### src/rtl/regcheck_sequencer.sv
// regcheck_sequencer
//   Self-check sequencer for the multicycle RV32I core. It holds the core in
//   reset until start, releases it, watches the fetch bus for the halt idiom,
//   then walks a programmable table of expected register values through the
//   register-file debug read port and reports pass/fail.
//
//   Optional feature macro: REGCHECK_MASK_EN
//     defined   : a per-entry compare mask is stored, mismatch = |((data^val)&mask)
//     undefined : cfg_mask is ignored, mismatch = full-width inequality
//
// Ports
//   clk, rst           clock (rising edge), synchronous active-low reset
//   start              begin a run (accepted in IDLE or DONE only)
//   cpu_hold           1 = CPU held in reset
//   instr_valid/instr/pc  fetch bus observed from the CPU
//   dbg_addr/dbg_data  register-file debug read port (data valid 1 cycle later)
//   cfg_we/idx/en/reg/val/mask  expected-value table write port (IDLE/DONE only)
//   busy, done, pass, timeout, fail_count, fail_idx  status / results
module regcheck_sequencer #(
  parameter int                XLEN      = 32,
  parameter int                NCHK      = 8,
  parameter logic [XLEN-1:0]   HALT_WORD = 32'h0000006f,
  parameter int                HALT_HITS = 2,
  parameter int                TIMEOUT   = 4095,
  localparam int               IW        = (NCHK > 1) ? $clog2(NCHK) : 1,
  localparam int               FW        = $clog2(NCHK + 1),
  localparam int               TW        = $clog2(TIMEOUT + 1),
  localparam int               HW        = $clog2(HALT_HITS + 1)
) (
  input  logic            clk,
  input  logic            rst,
  input  logic            start,
  output logic            cpu_hold,
  input  logic            instr_valid,
  input  logic [XLEN-1:0] instr,
  input  logic [XLEN-1:0] pc,
  output logic [4:0]      dbg_addr,
  input  logic [XLEN-1:0] dbg_data,
  input  logic            cfg_we,
  input  logic [IW-1:0]   cfg_idx,
  input  logic            cfg_en,
  input  logic [4:0]      cfg_reg,
  input  logic [XLEN-1:0] cfg_val,
  input  logic [XLEN-1:0] cfg_mask,
  output logic            busy,
  output logic            done,
  output logic            pass,
  output logic            timeout,
  output logic [FW-1:0]   fail_count,
  output logic [IW-1:0]   fail_idx
);

  typedef enum logic [2:0] {
    S_IDLE,
    S_RUN,
    S_CHK_REQ,
    S_CHK_CMP,
    S_DONE
  } state_t;

  state_t state;

  // Expected-value table: enables are control (reset), contents are data.
  logic            tbl_en  [NCHK];
  logic [4:0]      tbl_reg [NCHK];
  logic [XLEN-1:0] tbl_val [NCHK];
`ifdef REGCHECK_MASK_EN
  logic [XLEN-1:0] tbl_mask [NCHK];
`else
  logic            unused_mask;
  assign unused_mask = ^cfg_mask;
`endif

  logic [IW-1:0]   ptr;
  logic [TW-1:0]   tcnt;
  logic [HW-1:0]   hcnt;
  logic [HW-1:0]   hcnt_nxt;
  logic [XLEN-1:0] hpc;

  logic            idle_like;
  logic            cfg_ok;
  logic            halt_fetch;
  logic            halt_reached;
  logic            tmo_reached;
  logic            ptr_last;
  logic            mism;

  function automatic logic entry_mismatch(input logic [XLEN-1:0] act,
                                          input logic [XLEN-1:0] exp,
                                          input logic [XLEN-1:0] msk);
`ifdef REGCHECK_MASK_EN
    return |((act ^ exp) & msk);
`else
    return (act != exp) || (msk != msk);
`endif
  endfunction

  assign idle_like    = (state == S_IDLE) || (state == S_DONE);
  assign cfg_ok       = cfg_we && idle_like &&
                        ({1'b0, cfg_idx} < (IW + 1)'(NCHK));
  assign halt_fetch   = instr_valid && (instr == HALT_WORD);
  assign halt_reached = (hcnt_nxt == HW'(HALT_HITS));
  assign tmo_reached  = (tcnt == TW'(TIMEOUT - 1));
  assign ptr_last     = (ptr == IW'(NCHK - 1));

  // Halt-run counter: consecutive halt fetches at one pc; any other valid
  // fetch (or a halt at a different pc) restarts the count.
  always_comb begin
    hcnt_nxt = hcnt;
    if (instr_valid) begin
      if (instr == HALT_WORD) begin
        if ((hcnt != '0) && (pc == hpc))
          hcnt_nxt = hcnt + HW'(1);
        else
          hcnt_nxt = HW'(1);
      end else begin
        hcnt_nxt = '0;
      end
    end
  end

  always_comb begin
`ifdef REGCHECK_MASK_EN
    mism = entry_mismatch(dbg_data, tbl_val[ptr], tbl_mask[ptr]);
`else
    mism = entry_mismatch(dbg_data, tbl_val[ptr], '0);
`endif
  end

  always_ff @(posedge clk) begin
    if (!rst) begin
      for (int i = 0; i < NCHK; i++) tbl_en[i] <= 1'b0;
    end else if (cfg_ok) begin
      tbl_en[cfg_idx] <= cfg_en;
    end
  end

  always_ff @(posedge clk) begin
    if (cfg_ok) begin
      tbl_reg[cfg_idx] <= cfg_reg;
      tbl_val[cfg_idx] <= cfg_val;
`ifdef REGCHECK_MASK_EN
      tbl_mask[cfg_idx] <= cfg_mask;
`endif
    end
  end

  // pc of the latest halt fetch; only meaningful while hcnt != 0.
  always_ff @(posedge clk) begin
    if ((state == S_RUN) && halt_fetch)
      hpc <= pc;
  end

  always_ff @(posedge clk) begin
    if (!rst) begin
      state      <= S_IDLE;
      cpu_hold   <= 1'b1;
      busy       <= 1'b0;
      done       <= 1'b0;
      pass       <= 1'b0;
      timeout    <= 1'b0;
      fail_count <= '0;
      fail_idx   <= '0;
      dbg_addr   <= '0;
      ptr        <= '0;
      tcnt       <= '0;
      hcnt       <= '0;
    end else begin
      case (state)
        S_IDLE, S_DONE: begin
          cpu_hold <= 1'b1;
          if (start) begin
            state      <= S_RUN;
            cpu_hold   <= 1'b0;
            busy       <= 1'b1;
            done       <= 1'b0;
            pass       <= 1'b0;
            timeout    <= 1'b0;
            fail_count <= '0;
            fail_idx   <= '0;
            ptr        <= '0;
            tcnt       <= '0;
            hcnt       <= '0;
          end
        end

        // Halt detection takes priority over an expiring timeout.
        S_RUN: begin
          tcnt <= tcnt + TW'(1);
          hcnt <= hcnt_nxt;
          if (halt_reached) begin
            state    <= S_CHK_REQ;
            cpu_hold <= 1'b1;
            ptr      <= '0;
          end else if (tmo_reached) begin
            state    <= S_DONE;
            cpu_hold <= 1'b1;
            busy     <= 1'b0;
            done     <= 1'b1;
            timeout  <= 1'b1;
            pass     <= 1'b0;
          end
        end

        // Disabled entries are skipped at one per cycle.
        S_CHK_REQ: begin
          if (tbl_en[ptr]) begin
            dbg_addr <= tbl_reg[ptr];
            state    <= S_CHK_CMP;
          end else if (ptr_last) begin
            state <= S_DONE;
            busy  <= 1'b0;
            done  <= 1'b1;
            pass  <= (fail_count == '0);
          end else begin
            ptr <= ptr + IW'(1);
          end
        end

        // dbg_data now reflects the address issued in CHK_REQ.
        S_CHK_CMP: begin
          if (mism) begin
            fail_count <= fail_count + FW'(1);
            if (fail_count == '0)
              fail_idx <= ptr;
          end
          if (ptr_last) begin
            state <= S_DONE;
            busy  <= 1'b0;
            done  <= 1'b1;
            pass  <= (fail_count == '0) && !mism;
          end else begin
            ptr   <= ptr + IW'(1);
            state <= S_CHK_REQ;
          end
        end

        default: state <= S_IDLE;
      endcase
    end
  end

endmodule

### config.mk
export PLATFORM = sky130hd
export DESIGN_NAME = regcheck_sequencer
export DESIGN_NICKNAME = d
export VERILOG_FILES = /design/src/rtl/regcheck_sequencer.sv
export SDC_FILE = /design/constraint.sdc
export NUM_CORES = 1
export LEC_CHECK = 0
export BUFFER_PORTS_ARGS = -buffer_cell sky130_fd_sc_hd__buf_4
export CAP_MARGIN = 40
export CORE_ASPECT_RATIO = 1.4
export CORE_MARGIN = 1.5
export CORE_UTILIZATION = 60
export DETAILED_ROUTE_END_ITERATION = 16
export GPL_ROUTABILITY_DRIVEN = 0
export PLACE_DENSITY = 0.9
export SLEW_MARGIN = 15
export SYNTH_ARGS = -nofsm -noshare
export SYNTH_HDL_FRONTEND = slang
export SYNTH_SLANG_ARGS = --single-unit
### constraint.sdc
create_clock -name clk -period 14 [get_ports clk]
set_input_delay 4.2 -clock clk [delete_from_list [all_inputs] [get_ports clk]]
set_output_delay 4.2 -clock clk [all_outputs]
set_load 0.02 [all_outputs]
==> flow_summary.yaml <==
pwr:
  clkPwrFrac: 0.371
  power.ir.vdd_worst_v: 0.000124
  cellPowerDensity_nw_per_um2: 132
  total_switching_power_uw: 513
  power.share.combinational: 0.091
  pwr-share-seq: 0.538
  internal_power_uw: 1850
  power.leakage_uw: 0.00587
  netSwitchingFraction: 0.217
worst_hold_path:
  hold-path-cell-count: 2
  hold_path.class: "flop to flop"
  min-delay-start: "fail_idx[2]$_SDFFE_PN0P_"
  hold_path_end: "fail_idx[2]$_SDFFE_PN0P_"
critical_path:
  reg2reg_slack_ns: 10.48
  cpMaxStageDelayCell: "sky130_fd_sc_hd__nor4_1"
  cp.required_ns: 14.36
  capturing_element_type_of_the_critical_path: "flop"
  critPathMaxFanout: 8
  reg2reg_depth: 9
  cp_common_cell: "sky130_fd_sc_hd__nor4_1"
  critical_path.startpoint_type: "primary input"
  regToRegEndpoint: "fail_idx[1]$_SDFFE_PN0P_"
  cp_cell_sequence: "buf_4 -> xor2_1 -> nor4_1 -> nand4_1 -> nor4_1 -> a22o_1 -> a311oi_1 -> o31ai_1 -> a21oi_1"
  setup.worst_path.class: "primary input to flop"
  critical-path-max-stage-delay_ns: 0.50
  critical_path_arrival_ns: 6.70
clock_tree:
  root_buffer: "sky130_fd_sc_hd__clkbuf_16"
  postCtsResizedCells: 0
  clk_latency_worst_skew_pair_ns: 0.50
  cts_buffers: 34
  post_cts_buffers: 0
  cts.sinks: 376
  maximum_root_to_sink_buffer_count: 3
  htree_levels: 2
  tritoncts: "yes"
  worst_setup_hold_path_clk_slew_ns: 0.06
  holdBufCountCts: 0
sta:
  finalSetupTns_ns: 0
  worstMarginPinSlew_ns: 0.899
  final.setup_skew_ns: 0.0111
  hold_ws_ns: 0.469
  min_period_ns: 6.34
  unrepaired_setup_endpoints_after_global_routing: "false"
  setup-violations-final: 0
  slew-limit-headroom: 0.396
  period_share: 0.453
  finalHoldViolCount: 0
  achievable-frequency_mhz: 158
  timing.final.max_slew_violations: 0
drt:
  finalWirelength_mm: 31.0
  vias_per_cell: 6.10
  via_count: 8505
  detail_route.wl_per_cell_um: 22.2
  detailedRoute.firstIterationViolations: 489
  drc: 0
  detail-route-antenna-nets: 0
  drt_pass1_iterations: 4
cells_and_area:
  layout-drive-gt1-share: 0.299
  largest_reg_flops: 256
  area_growth_pct: 16.9
  antenna_cells_inserted: 0
  n_fill_cell: 1523
  layout.nets: 1234
synthesis:
  yosysWarnings: 0
  synthDistinctLibCells: 55
  postSynthRegisterBits: 376
  postSynthCellCount: 881
  yosys-top-cells-area: "sky130_fd_sc_hd__edfxtp_1, sky130_fd_sc_hd__mux4_2, sky130_fd_sc_hd__dfxtp_1, sky130_fd_sc_hd__mux2i_1, sky130_fd_sc_hd__xor2_1"
  synth-main-ff-cell: "sky130_fd_sc_hd__edfxtp_1"
  synth_edf_count: 328
  post_synth.cell_area_avg_um2: 17.4
  synth_top_cell_area_share: 0.644
  post_synth_instance_area_um2: 15300
  synth_nets: 1061
  async_flop_share: 0
  synth.largest_area_cell: "sky130_fd_sc_hd__edfxtp_1"
  sequential_share_of_the_synthesized_area: 0.707
placed_design:
  detailedPlacementHpwl_mm: 18.5
  port_buffer_count: 158
job:
  cap_viol_max_count: 0
grt:
  global_route.usage.total: 0.242
  grt.overflow.total: 0
  grt_antenna_before_repair: 0
  grt_pass1_wl_mm: 47.3
  grt_start_max_net_pins: 50
  first_global_vias: 8792
floorplan:
  design.portCount: 191
  die_height_um: 192
  placeableCoreArea_um2: 24800
  die_span_in_x_um: 138
  dieArea_um2: 26500
  floorplan.initialDensity: 0.615
  fp-row-count: 68
outcome:
  run_status: "finished clean"
power by group through the flow:
stage / sequential, uW / clock, uW / combinational [uW]
2_1_floorplan: 1290 / 0 / 139
3_3_place_gp: 1290 / 0 / 206
3_5_place_dp: 1290 / 0 / 212
4_1_cts: 1270 / 889 / 214
5_1_grt: 1270 / 932 / 234
6_report: 1270 / 874 / 216
synthesized netlist by cell type (all sizes together), types with 12 or more instances:
library cell and instances:
mux2i 45, nor2 45, nand2 32, a21oi 37, xor2 49, nand3 14
inv 12, mux2 12, buf 26, edfxtp 328, nor4 15, dfxtp 48
o21ai 21, mux4 66
worst max-delay path by stage:
stage                    start           endpoint  slack, ns  depth (start not counted)
global placement        pc[30]               flop       7.41                          9
finish                  pc[30]               flop       7.66                          9
CTS                     pc[30]               flop       7.71                          9
global route            pc[30]               flop       7.46                          9
floorplan           cfg_idx[0]  tbl_en[0]$_DFF_P_       6.37                          4
detailed placement      pc[30]               flop       7.27                          9
layout make-up:
cell class / count / area [um^2] / area share
Multi-Input combinational cell: 456 / 4210 / 0.236
Sequential cell: 376 / 10800 / 0.606
Tap cell: 315 / 394 / 0.0221
Clock inverter: 21 / 154 / 0.00861
Inverter: 12 / 45.0 / 0.00252
Timing Repair Buffer: 174 / 1350 / 0.0754
Clock buffer: 40 / 895 / 0.0501
worst max-delay path: cells and delay by family:
family / cells / cell delay (ns)
AND/OR/NAND/NOR: 3 / 1.18
AO/OA/AOI/OAI: 4 / 1.07
XOR/XNOR: 1 / 0.13
buffers and inverters: 1 / 0.12
per-layer routing:
metal / vias to the layer above / GRT usage / routed length, um
li1: 3829 / - / -
met1: 4262 / 0.288 / 11300
met2: 344 / 0.434 / 16500
met3: 70 / 0.0457 / 2220
met4: 0 / 0.0897 / 1010
met5: - / 0 / 0
logic make-up (layout without fill, tap and decap cells):
group	Yosys count	count (layout)	share of synthesized area
buffers and inverters	49	247	0.0210
adder cells (fa/ha/maj)	6	6	0.00491
AO/OA/AOI/OAI	95	95	0.0386
flip-flops	376	376	0.707
multiplexers	123	123	0.136
AND/OR/NAND/NOR	172	172	0.0576
XOR/XNOR	60	60	0.0344
per-stage QoR:
| step | cell area (um^2) | setup WS, ns | utilization | std cells | total power, uW |
|---|---|---|---|---|---|
| floorplan | 15300 | 6.37 | - | 881 | 1420 |
| global placement | 16800 | 7.41 | 0.674 | 1330 | 1500 |
| detailed placement | 16800 | 7.27 | 0.676 | 1332 | 1510 |
| CTS | 17800 | 7.71 | 0.718 | 1393 | 2370 |
| global route | 17900 | 7.46 | 0.719 | 1394 | 2440 |
| finish | 17900 | 7.66 | 0.719 | 1394 | 2360 |
cells in the final DEF (no fill, tap or decap), types with 12 or more instances in the layout:
cell type,synthesis,layout
sky130_fd_sc_hd__a21oi_1,36,36
sky130_fd_sc_hd__buf_4,6,172
sky130_fd_sc_hd__clkbuf_16,0,35
sky130_fd_sc_hd__dfxtp_1,48,45
sky130_fd_sc_hd__edfxtp_1,328,328
sky130_fd_sc_hd__inv_1,12,12
sky130_fd_sc_hd__mux2_2,12,12
sky130_fd_sc_hd__mux2i_1,44,44
sky130_fd_sc_hd__mux4_2,66,66
sky130_fd_sc_hd__nand2_1,32,32
sky130_fd_sc_hd__nand3_1,14,14
sky130_fd_sc_hd__nor2_1,45,38
sky130_fd_sc_hd__nor4_1,15,15
sky130_fd_sc_hd__o21ai_0,18,18
sky130_fd_sc_hd__xor2_1,49,49
Note: power is estimated with default switching activity, not from simulation.
